[src/rtl/stack_pkg.sv]
// stack_pkg: shared state encoding, geometry defaults and popcount for the blockstacker round controller.
package stack_pkg;
  localparam int COLS_DEF = 8;
  localparam int ROWS_DEF = 15;
  localparam logic [2:0] S_IDLE    = 3'd0;
  localparam logic [2:0] S_SLIDE   = 3'd1;
  localparam logic [2:0] S_PLACE   = 3'd2;
  localparam logic [2:0] S_ADVANCE = 3'd3;
  localparam logic [2:0] S_LOST    = 3'd4;
  localparam logic [2:0] S_WON     = 3'd5;
  function automatic logic [5:0] popcount(input logic [31:0] v);
    popcount = '0;
    for (int i = 0; i < 32; i++) popcount = popcount + 6'(v[i]);
  endfunction
endpackage

[src/rtl/stack_round_ctrl_if.sv]
// stack_round_ctrl_if: player/level inputs and row/framebuffer outputs of the round controller.
interface stack_round_ctrl_if import stack_pkg::*; #(
  parameter int COLS = COLS_DEF,
  parameter int SW   = $clog2(COLS + 1)
);
  logic            go;
  logic [3:0]      speed;
  logic [COLS-1:0] row_mask;
  logic [3:0]      row_index;
  logic [SW-1:0]   seg_width;
  logic            next_signal;
  logic            place_we;
  logic [3:0]      place_row;
  logic [COLS-1:0] place_mask;
  logic            game_over;
  logic            win;
  modport master (
    output go, speed,
    input  row_mask, row_index, seg_width, next_signal, place_we, place_row, place_mask, game_over, win
  );
  modport slave (
    input  go, speed,
    output row_mask, row_index, seg_width, next_signal, place_we, place_row, place_mask, game_over, win
  );
endinterface

[src/rtl/move_tick_gen.sv]
// move_tick_gen: slide-step divider whose period shrinks with speed level, clamped at MIN_DIV.
module move_tick_gen #(
  parameter int BASE_DIV = 16,
  parameter int DIV_STEP = 1,
  parameter int MIN_DIV  = 2
) (
  input  logic       clk,
  input  logic       resetn,
  input  logic       clr,
  input  logic [3:0] speed,
  output logic       tick
);
  logic        [15:0] cnt;
  logic signed [31:0] spd, raw, div;
  always_comb begin
    spd = (speed == 4'd0) ? 32'sd1 : $signed({28'd0, speed});
    raw = BASE_DIV - (spd - 1) * DIV_STEP;
    div = (raw < MIN_DIV) ? MIN_DIV : raw;
  end
  // >= rather than == so a speed-up mid-count never strands the counter past the new period
  assign tick = !clr && ($signed({16'd0, cnt}) >= div - 1);
  always_ff @(posedge clk or negedge resetn)
    if (!resetn) cnt <= '0;
    else cnt <= (clr || tick) ? '0 : cnt + 16'd1;
endmodule

[src/rtl/stack_round_ctrl.sv]
// stack_round_ctrl: sequences one blockstacker game -- slide, place, trim to overlap, advance or end.
module stack_round_ctrl import stack_pkg::*; #(
  parameter int COLS     = COLS_DEF,
  parameter int ROWS     = ROWS_DEF,
  parameter int INIT_W   = 3,
  parameter int BASE_DIV = 16,
  parameter int DIV_STEP = 1,
  parameter int MIN_DIV  = 2
) (
  input logic               clk,
  input logic               resetn,
  stack_round_ctrl_if.slave bus
);
  localparam int SW = $clog2(COLS + 1);
  logic [2:0]      state;
  logic [SW-1:0]   width, pos, lim;
  logic            dir_left, tick, adv;
  logic [COLS-1:0] prev_mask, frozen, shaped, overlap;
  logic [3:0]      row;
  move_tick_gen #(.BASE_DIV(BASE_DIV), .DIV_STEP(DIV_STEP), .MIN_DIV(MIN_DIV)) u_tick (
    .clk(clk), .resetn(resetn), .clr(state != S_SLIDE), .speed(bus.speed), .tick(tick)
  );
  assign lim     = SW'(COLS) - width;
  assign shaped  = ({COLS{1'b1}} >> lim) << pos;
  assign overlap = frozen & prev_mask;
  always_ff @(posedge clk or negedge resetn)
    if (!resetn) begin
      state     <= S_IDLE;
      width     <= '0;
      pos       <= '0;
      dir_left  <= 1'b0;
      row       <= '0;
      prev_mask <= '1;
      frozen    <= '0;
    end else
      case (state)
        S_SLIDE:
          if (bus.go) begin
            frozen <= shaped;
            state  <= S_PLACE;
          end else if (tick) begin
            if (!dir_left) begin
              if (pos < lim) pos <= pos + 1'b1;
              else begin
                dir_left <= 1'b1;
                if (pos != '0) pos <= pos - 1'b1;
              end
            end else begin
              if (pos != '0) pos <= pos - 1'b1;
              else begin
                dir_left <= 1'b0;
                if (pos < lim) pos <= pos + 1'b1;
              end
            end
          end
        S_PLACE:
          if (overlap == '0) state <= S_LOST;
          else begin
            prev_mask <= overlap;
            width     <= SW'(popcount(32'(overlap)));
            state     <= S_ADVANCE;
          end
        S_ADVANCE:
          if (row == 4'(ROWS - 1)) state <= S_WON;
          else begin
            row      <= row + 4'd1;
            pos      <= '0;
            dir_left <= 1'b0;
            state    <= S_SLIDE;
          end
        default:
          if (bus.go) begin
            state     <= S_SLIDE;
            row       <= '0;
            width     <= SW'(INIT_W);
            pos       <= '0;
            dir_left  <= 1'b0;
            prev_mask <= '1;
          end
      endcase
  assign adv             = state == S_ADVANCE;
  assign bus.row_mask    = (state == S_SLIDE) ? shaped :
                           (state == S_PLACE || adv || state == S_LOST) ? frozen : '0;
  assign bus.row_index   = row;
  assign bus.seg_width   = width;
  assign bus.next_signal = adv;
  assign bus.place_we    = adv;
  assign bus.place_row   = adv ? row : '0;
  assign bus.place_mask  = adv ? prev_mask : '0;
  assign bus.game_over   = state == S_LOST;
  assign bus.win         = state == S_WON;
endmodule

[src/flat_wrapper.sv]
// flat-port wrapper written by rule: the top's interface ports become plain ports
module stack_round_ctrl_flat import stack_pkg::*;
#(
  parameter int COLS     = COLS_DEF,
  parameter int ROWS     = ROWS_DEF,
  parameter int INIT_W   = 3,
  parameter int BASE_DIV = 16,
  parameter int DIV_STEP = 1,
  parameter int MIN_DIV  = 2
)
  (clk, resetn, bus_go, bus_speed, bus_row_mask, bus_row_index, bus_seg_width, bus_next_signal, bus_place_we, bus_place_row, bus_place_mask, bus_game_over, bus_win);
  stack_round_ctrl_if #(.COLS(COLS)) bus_i ();
  input logic clk;
  input logic resetn;
  input wire logic [$bits(bus_i.go)-1:0] bus_go;
  input wire logic [$bits(bus_i.speed)-1:0] bus_speed;
  output wire logic [$bits(bus_i.row_mask)-1:0] bus_row_mask;
  output wire logic [$bits(bus_i.row_index)-1:0] bus_row_index;
  output wire logic [$bits(bus_i.seg_width)-1:0] bus_seg_width;
  output wire logic [$bits(bus_i.next_signal)-1:0] bus_next_signal;
  output wire logic [$bits(bus_i.place_we)-1:0] bus_place_we;
  output wire logic [$bits(bus_i.place_row)-1:0] bus_place_row;
  output wire logic [$bits(bus_i.place_mask)-1:0] bus_place_mask;
  output wire logic [$bits(bus_i.game_over)-1:0] bus_game_over;
  output wire logic [$bits(bus_i.win)-1:0] bus_win;
  assign bus_i.go = bus_go;
  assign bus_i.speed = bus_speed;
  assign bus_row_mask = bus_i.row_mask;
  assign bus_row_index = bus_i.row_index;
  assign bus_seg_width = bus_i.seg_width;
  assign bus_next_signal = bus_i.next_signal;
  assign bus_place_we = bus_i.place_we;
  assign bus_place_row = bus_i.place_row;
  assign bus_place_mask = bus_i.place_mask;
  assign bus_game_over = bus_i.game_over;
  assign bus_win = bus_i.win;
  stack_round_ctrl #(.COLS(COLS), .ROWS(ROWS), .INIT_W(INIT_W), .BASE_DIV(BASE_DIV), .DIV_STEP(DIV_STEP), .MIN_DIV(MIN_DIV)) u_core (.clk(clk), .resetn(resetn), .bus(bus_i));
endmodule
[config.mk]
export PLATFORM = sky130hd
export DESIGN_NAME = stack_round_ctrl_flat
export DESIGN_NICKNAME = d
export VERILOG_FILES = /design/src/rtl/stack_pkg.sv /design/src/rtl/stack_round_ctrl_if.sv /design/src/rtl/move_tick_gen.sv /design/src/rtl/stack_round_ctrl.sv /design/src/flat_wrapper.sv
export SDC_FILE = /design/constraint.sdc
export NUM_CORES = 1
export LEC_CHECK = 0
export CAP_MARGIN = 20
export CORE_UTILIZATION = 45
export DETAILED_ROUTE_END_ITERATION = 12
export GPL_TIMING_DRIVEN = 0
export PLACE_DENSITY = 0.65
export SYNTH_ARGS = -nofsm -noshare
export SYNTH_HDL_FRONTEND = slang
export SYNTH_HIERARCHICAL = 1
export SYNTH_SLANG_ARGS = --single-unit
[constraint.sdc]
create_clock -name clk -period 3.3 [get_ports clk]
set_input_delay 0.66 -clock clk [delete_from_list [all_inputs] [get_ports clk]]
set_output_delay 0.66 -clock clk [all_outputs]
set_load 0.005 [all_outputs]
==> impl_results.md, run 1 <==
* RSZ-0062 raised after global routing: yes
* Number of synthesized flops with an enable pin at 0
* Worst setup EP type: register
* Detailed-placement wirelength estimate at 6860 um
* Met1 usage at 29.34%
* Crit start category: input pin
* Nets at 564
* Initial antenna violation count at 0
* Min-Delay Path Class: in2async
* Failing checks: negative setup slack
* Pwr Density at 809.8 nW/um^2
* Worst Path Max Fanout at 4
* Overall Power at 4125 uW
* Worst Path Arrival at 4.15 ns
* Area leader, netlist: dfrtp_1
* # diodes at 0
* Worst-path clk slew at 0.09 ns
* Leading cell type in the layout, fill and taps excluded: nand2_1
* Status: finished with violations
* Async SR Flop Fraction at 100.0%
* Setup WS post-layout at -0.6599 ns
* Worst path bufs/invs at 5
* 1st-pass router iterations at 4
* Seq/Total Area, Yosys at 30.47%
* Post-Syn Area at 3975 um^2
* CTS tree: built
* Final setup viols at 25
* Top delay family on crit path: compound AO/OA/AOI/OAI gates
* P_leak at 0.002246 uW
* Rows at 33
* Core area at 8382 um^2
* Cell count after placement at 588
* Most frequent CP cell: o21ai_1
* Total GRT Usage at 21.71%
* Routability cong. at 0.8568
* Synthesized net count at 494
* Commonest cells after routing, fill and taps aside: nand2_1 (51), dfrtp_1 (39), clkdlybuf4s50_1 (29), ha_1 (29)
* CTS sink count at 48
* Mapped Cells at 445
* CP Data Required Time at 3.49 ns
* Final WL at 9460 um
* Met3 GRT Util at 3.002%
* Die Width at 95.99 um
* CTS Buf Count at 5
* Tmin final at 3.960 ns
* Root buffer cell: clkbuf_8
* Vias in the first global route at 3265
* Vias per cell at 5.507
* Clock Tree Buf Depth at 2
* Crit-path max cell delay at 0.32 ns
* Slew Limit Fails at 0
* Yosys cell types at 79
* Layout cells sized above 1 at 25.97%
* Area contributors post-synth: dfrtp_1 (25%), ha_1 (12%), dfstp_2 (5.3%)
* Fmax at 252.5 MHz
* Mean routed wirelength per cell at 15.23 um
* Clock skew at 0.01326 ns
* Setup_tns at -10.61 ns
* Average size of a mapped cell at 8.933 um^2
* Crit path kind: in2reg
* Initial Utilization at 47.42%
* Synth-to-Final Area Change at 28.14%
* Max-Cap Viols at 0
* Slew HR at 36.09%
* Slowest CP cell: and4b_2
* Yosys reg bits at 48
* GR peak layer: met2
* VDD IR max at 0.4207 mV
* 1st-iter DRT viols at 127
* Via count at 3420
* First-pass GRT wire length at 15570 um
* Largest net degree at the start of global routing at 26
* Synth top area share at 25.18%
* Residual DRC at 0
* Top-Level Pins at 39
* Worst skew pair latency at 0.30 ns
* Worst Tran Pin Value at 0.9565 ns
* GRT met2 Usage at 35.93%
* Final Hold Viols at 0
* Yosys warns at 6
* Routed Antenna Nets at 0
* Die Area at 9213 um^2
* Prevailing post-synth register cell: dfrtp_1
* Die Y at 95.99 um
* Final Non-Filler Cells at 621
* GRT Residual Overflow at 0
* Tcrit/Tclk final at 120.0%
* Fillers at 718
* H-tree depth at 2
* Port Buffers at 37
[kinds of logic after synthesis]
family                   share of synthesized area (%)
multiplexers                                     1.605
adder cells (fa/ha/maj)                          13.98
buffers and inverters                            5.257
other                                          0.09434
XOR/XNOR                                         4.627
AND/OR/NAND/NOR                                  22.57
AO/OA/AOI/OAI                                    21.40
flip-flops                                       30.47
[sequential cells by signal (all words and copies together), names as in the netlist]
signal / flops
u_core/dir_left: 1
u_core/pos: 4
u_core/frozen: 8
u_core/bus.seg_width: 4
u_core/u_tick/cnt: 16
u_core/state: 3
u_core/bus.row_index: 4
u_core/prev_mask: 8
[worst paths after layout]
path                                           end                 from  cells after the start  slack (ns)
max in group asynchronous            u_core/pos[1]               resetn                      2        2.44
max                                u_core/dir_left         bus_speed[3]                     25       -0.66
min                                u_core/state[0]               resetn                      1        0.35
max reg2reg                u_core/bus.seg_width[1]  u_core/prev_mask[1]                      9        0.15
min in group clk               u_core/prev_mask[0]  u_core/prev_mask[0]                      2        0.51
min reg2reg                    u_core/prev_mask[0]  u_core/prev_mask[0]                      2        0.51
[cell type report]
type | count | area (um^2) | area share, %
sequential | 48 | 1212 | 23.80
buffer | 13 | 87.58 | 1.719
clock buffer | 5 | 68.82 | 1.351
clock inverter | 3 | 68.82 | 1.351
timing repair buffer | 64 | 599.3 | 11.77
inverter | 31 | 123.9 | 2.432
multi-input combinational | 352 | 2801 | 55.00
tap | 105 | 131.4 | 2.579
[routing by layer]
| layer | wire length [um] | share of wire (%) |
|---|---|---|
| met2 | 4542 | 48 |
| met3 | 294 | 3.1 |
| met4 | 98 | 1.0 |
| met1 | 4524 | 48 |
| met5 | 0 | 0 |
[report_power, final]
group | internal (uW) | total, uW | switching [uW]
logic | 1260 | 2640 | 1380
clock network | 305 | 515 | 210
registers | 784 | 970 | 186
total | 2350 | 4120 | 1770
[through the flow]
stage / utilization, % / hold WS (ns) / instance area [um^2] / worst slack, ns
floorplan: - / 0.3644 / 4056 / -0.5956
global placement: 54.38 / 0.4779 / 4558 / -1.588
detailed placement: 54.56 / 0.4933 / 4573 / -1.657
CTS: 59.38 / 0.3630 / 4977 / -0.5638
global route: 60.77 / 0.3725 / 5094 / -0.8626
finish: 60.77 / 0.3459 / 5094 / -0.6599
[Yosys cell counts, types with 4 or more instances]
| library cell | number |
|---|---|
| dfstp_2 | 8 |
| inv_1 | 30 |
| clkbuf_1 | 5 |
| nand2b_1 | 6 |
| a211oi_1 | 4 |
| o21ai_0 | 37 |
| nand4_1 | 4 |
| a21o_1 | 7 |
| nand2_1 | 54 |
| ha_1 | 38 |
| xnor2_1 | 7 |
| xor2_1 | 14 |
| nor2b_1 | 7 |
| o31ai_1 | 4 |
| nor3_1 | 7 |
| dfrtp_1 | 40 |
| a21oi_1 | 22 |
| buf_2 | 4 |
| nor2_2 | 10 |
| and2_1 | 14 |
| and3_1 | 5 |
| fa_1 | 4 |
| nor2_1 | 24 |
| nand3_1 | 11 |
[what timing repair did]
item / in CTS / in global routing
hold buffers: 0 / 0
buffers inserted: 19 / 9
cloned: 1 / 0
gates resized for setup: 46 / 38
setup endpoints to repair: 29 / 29
pin swaps: 16 / 13
(Power assumes the default switching activity.)
==> run 2: changes to the inputs <==
Settings changed: CAP_MARGIN 20 to 0.
==> run 2 against run 1 <==
Net effect: the flow still finishes with violations (negative setup slack); via count unchanged; hold slack unchanged; setup slack unchanged; maximum frequency did not move; sequential power hardly changed; global-route usage unchanged; register-to-register slack hardly changed; combinational power about the same; non-clock buffer count unchanged; clock-buffer cell count is the same; clock power is essentially flat; critical path type unchanged.
==> impl_results.md, run 2 (same netlist as run 1, synthesis figures left out) <==
* VDD IR max at 0.4207 mV
* Rows at 33
* Met1 usage at 29.34%
* Worst skew pair latency at 0.30 ns
* Biggest regs: u_core/u_tick/cnt (16), u_core/frozen (8), u_core/prev_mask (8)
* Biggest register: u_core/u_tick/cnt
* Final hold slack at 0.3459 ns
* Number of flip-flops under the largest register name at 16
* CTS Hold Bufs at 0
* Routability cong. at 0.8568
* CTS Buf Count at 5
* Nets at 564
* CTS tree: built
* # diodes at 0
* CP Data Required Time at 3.49 ns
* H-tree depth at 2
* Commonest cells after routing, fill and taps aside: nand2_1 (51), dfrtp_1 (39), clkdlybuf4s50_1 (29), ha_1 (29)
* 1st-pass router iterations at 4
* Worst Path Arrival at 4.15 ns
* Slowest CP cell: and4b_2
* Max-Cap Viols at 0
* Layout cells sized above 1 at 25.97%
* Via count at 3420
* Top-Level Pins at 39
* Core area at 8382 um^2
* Routed Antenna Nets at 0
* Synth-to-Final Area Change at 28.14%
* GRT Residual Overflow at 0
* Met3 GRT Util at 3.002%
* Min-Delay Path Class: in2async
* Slew Limit Fails at 0
* Residual DRC at 0
* Crit path kind: in2reg
* Slew HR at 36.09%
* Setup WS post-layout at -0.6599 ns
* Overall Power at 4125 uW
* Port Buffers at 37
* Most frequent CP cell: o21ai_1
* Root buffer cell: clkbuf_8
* Fillers at 718
* P_leak at 0.002246 uW
* Vias per cell at 5.507
* Status: finished with violations
* CTS sink count at 48
* Die Area at 9213 um^2
* Worst-path clk slew at 0.09 ns
* Largest net degree at the start of global routing at 26
* Pre-CTS setup slack at -1.657 ns
* Die Width at 95.99 um
* First-pass GRT wire length at 15570 um
* Final WL at 9460 um
* Initial antenna violation count at 0
* Mean routed wirelength per cell at 15.23 um
* GR peak layer: met2
* Die Y at 95.99 um
* Initial Utilization at 47.42%
* Clock skew at 0.01326 ns
* RSZ-0062 raised after global routing: yes
* Final Hold Viols at 0
* Worst setup EP type: register
* Total GRT Usage at 21.71%
* Tmin final at 3.960 ns
* R2r setup slk at 0.15 ns
* Detailed-placement wirelength estimate at 6860 um
* Final setup viols at 25
* Failing checks: negative setup slack
* Worst Path Max Fanout at 4
* Clock Tree Buf Depth at 2
* Vias in the first global route at 3265
* Tcrit/Tclk final at 120.0%
* Worst Tran Pin Value at 0.9565 ns
* Fmax at 252.5 MHz
* Pwr Density at 809.8 nW/um^2
* Crit start category: input pin
* Leading cell type in the layout, fill and taps excluded: nand2_1
* GRT met2 Usage at 35.93%
* Crit-path max cell delay at 0.32 ns
* 1st-iter DRT viols at 127
-- run 2: layout make-up --
cell class,instances,area [um^2],share of cell area [%]
buffer,13,87.58,1.719
clock buffer,5,68.82,1.351
clock inverter,3,68.82,1.351
inverter,31,123.9,2.432
multi-input combinational,352,2801,55.00
sequential,48,1212,23.80
tap,105,131.4,2.579
timing repair buffer,64,599.3,11.77
-- run 2: report_power, final --
part / internal, uW / leakage (uW) / switching (uW) / total [uW]
registers: 784 / 0.000613 / 186 / 970
logic: 1260 / 0.00156 / 1380 / 2640
clock network: 305 / 0.0000687 / 210 / 515
total: 2350 / 0.00225 / 1770 / 4120
-- run 2: through the flow --
step	instance area [um^2]	utilization [%]	TNS, ns	instances
2_1_floorplan	4056	-	-6.173	445
3_3_place_gp	4558	54.38	-27.13	587
3_5_place_dp	4573	54.56	-28.74	588
4_1_cts	4977	59.38	-10.52	616
5_1_grt	5094	60.77	-15.55	621
6_report	5094	60.77	-10.61	621
-- run 2: worst paths after layout --
path	start	endpoint	cells after the start
min reg2reg	u_core/prev_mask[0]	u_core/prev_mask[0]	2
max in group asynchronous	resetn	u_core/pos[1]	2
max	bus_speed[3]	u_core/dir_left	25
min	resetn	u_core/state[0]	1
min in group clk	u_core/prev_mask[0]	u_core/prev_mask[0]	2
max reg2reg	u_core/prev_mask[1]	u_core/bus.seg_width[1]	9
-- run 2: what timing repair did --
action / 4_1_cts / 5_1_grt
pin swaps: 16 / 13
cloned: 1 / 0
resized for setup: 46 / 38
setup buffers: 19 / 9
setup endpoints to repair: 29 / 29
-- run 2: layer usage --
metal  vias up  routed length, um
met1      1639               4524
met2        64               4542
met3         8                294
met5         -                  0
li1       1709                  -
met4         0                 98
-- run 2: critical path, delay by kind of cell --
kind	cells	cell delay (ns)
AOI/OAI and AO/OA	9	1.11
and+or+nand+nor	8	1.10
buffers and inverters	5	0.57
adders and majority gates	2	0.51
xor gates and xnor gates	1	0.20
==> run 3: changes to the inputs <==
Settings changed: GPL_ROUTABILITY_DRIVEN set to 0.
==> run 3 against run 2 <==
Net effect: the flow still finishes with violations (negative setup slack); via count shrank 0.47%; setup slack gained 0.024 ns; final cell count shrank 0.16%; combinational power is essentially flat; critical path depth shrank 1; global-route usage grew 0.11 points; wire length shrank 0.63%; sequential share of layout area grew 0.11 points; non-clock buffer count shrank 1; sequential power is essentially flat; power shrank 0.47%; clock skew shrank 0.0076 ns; critical path type unchanged; largest power group unchanged.
==> impl_results.md, run 3 (same netlist as run 1, synthesis figures left out) <==
* Max-Cap Viols at 0
* Tcrit/Tclk final at 119.3%
* Worst setup EP type: register
* Slew HR at 41.49%
* Crit-path max cell delay at 0.29 ns
* VDD IR max at 0.4302 mV
* Biggest regs: u_core/u_tick/cnt (16), u_core/frozen (8), u_core/prev_mask (8)
* Clock skew at 0.005678 ns
* Routed Antenna Nets at 0
* Failing checks: negative setup slack
* Core area at 8382 um^2
* Commonest cells after routing, fill and taps aside: nand2_1 (53), dfrtp_1 (40), ha_1 (30)
* Top-Level Pins at 39
* Min-Delay Path Class: in2async
* Worst Tran Pin Value at 0.8757 ns
* Final Non-Filler Cells at 620
* Nets at 563
* Rows at 33
* Slowest CP cell: ha_2
* Worst-path clk slew at 0.09 ns
* Initial Utilization at 47.42%
* Root buffer cell: clkbuf_8
* Slew Limit Fails at 0
* Initial antenna violation count at 0
* CTS sink count at 48
* Synth-to-Final Area Change at 27.42%
* Mean routed wirelength per cell at 15.16 um
* CP Data Required Time at 3.50 ns
* Setup_tns at -10.28 ns
* Layout cells sized above 1 at 25.05%
* 1st-iter DRT viols at 172
* Leading cell type in the layout, fill and taps excluded: nand2_1
* Final setup viols at 24
* Most frequent CP cell: o21ai_1
* Number of flip-flops under the largest register name at 16
* Crit start category: input pin
* Final Hold Viols at 0
* H-tree depth at 2
* # diodes at 0
* RSZ-0062 raised after global routing: yes
* Port Buffers at 37
* Setup WS post-layout at -0.6358 ns
* Pwr Density at 810.6 nW/um^2
* Tmin final at 3.936 ns
* Status: finished with violations
* CTS tree: built
* CTS Buf Count at 5
* Crit path kind: in2reg
* P_leak at 0.002230 uW
* Residual DRC at 0
* Detailed-placement wirelength estimate at 6846 um
* Worst skew pair latency at 0.30 ns
* GRT Residual Overflow at 0
* Final WL at 9400 um
* Total GRT Usage at 21.82%
* Worst Path Max Fanout at 6
* Die Width at 95.99 um
* 1st-pass router iterations at 4
* Vias in the first global route at 3303
* Vias per cell at 5.490
* Crit-path cells: buf_4 > nor3_4 > nor2_4 > inv_2 > ha_4 > and4b_1 > buf_4 > a21o_4 > nor2_8 > o21ai_1 > o21ai_1 > xor2_1 > ha_2 > o21a_1 > o211ai_1 > o32ai_2 > o21ai_2 > o21ai_1 > and2_1 > nand2_2 > nand2_4 > o211ai_4 > nor3_1 > a21o_1
* Die Y at 95.99 um
* Worst Path Arrival at 4.14 ns
* Fmax at 254.1 MHz
* Clock Tree Buf Depth at 2
* CTS Hold Bufs at 0
* Final hold slack at 0.3376 ns
* Biggest register: u_core/u_tick/cnt
* Overall Power at 4105 uW
* Largest net degree at the start of global routing at 26
* First-pass GRT wire length at 15750 um
* Via count at 3404
* Die Area at 9213 um^2
* Cell count after placement at 588
## run 3: cell types whose count changed in the layout (fill, tap and decap cells not counted), moves of 2 or more
cell     change
nor2_2       +5
nor2_4       -3
ha_2         -2
nor2_1       -2
nand2_1      +2
## run 3: path summary, 6_finish.rpt
check                                          from                       to  slack (ns)  cells after the start
worst min register to register  u_core/prev_mask[0]      u_core/prev_mask[0]        0.49                      2
max in group asynchronous                    resetn     u_core/u_tick/cnt[1]        2.44                      2
worst max register to register  u_core/prev_mask[3]  u_core/bus.seg_width[1]        0.17                      9
min in group clk                u_core/prev_mask[0]      u_core/prev_mask[0]        0.49                      2
worst max-delay path                   bus_speed[2]            u_core/pos[3]       -0.64                     24
worst min-delay path                         resetn  u_core/bus.row_index[2]        0.34                      1
## run 3: worst max-delay path, delay by kind of cell
kind	cells	cell delay, ns
adders and majority gates	2	0.57
xor gates and xnor gates	1	0.19
and+or+nand+nor	8	0.92
AOI/OAI and AO/OA	10	1.44
buffers and inverters	3	0.34
## run 3: power breakdown
| group | internal, uW | total [uW] | switching (uW) |
|---|---|---|---|
| registers | 783 | 971 | 188 |
| clock network | 305 | 520 | 215 |
| logic | 1250 | 2610 | 1360 |
## run 3: final cells by class
cell class                      instances  area, um^2
Fill cell                             732        3317
Multi-Input combinational cell        352        2766
Sequential cell                        48        1211
Timing Repair Buffer                   63       606.8
Tap cell                              105       131.4
Inverter                               31       123.9
Buffer                                 13       87.58
Clock buffer                            5       68.82
Clock inverter                          3       68.82
## run 3: routing by layer
layer	vias up	GRT usage, %	part of all wire [%]
li1	1711	-	-
met2	74	35.28	47
met1	1605	30.50	49
met5	-	0	0
met3	14	2.923	3.1
met4	0	5.970	1.6
## run 3: repair_timing
item / CTS / global route
cloned: 1 / 0
resized for setup: 48 / 25
pin swaps: 16 / 13
setup buffers: 19 / 6
endpoints found under the setup margin: 28 / 29
## run 3: stage by stage
step	utilization [%]	setup slack, ns	cell area [um^2]
floorplan	-	-0.5956	4056
global placement	54.38	-1.591	4558
detailed placement	54.56	-1.647	4573
CTS	59.49	-0.5752	4986
global route	60.43	-0.8352	5065
finish	60.43	-0.6358	5065
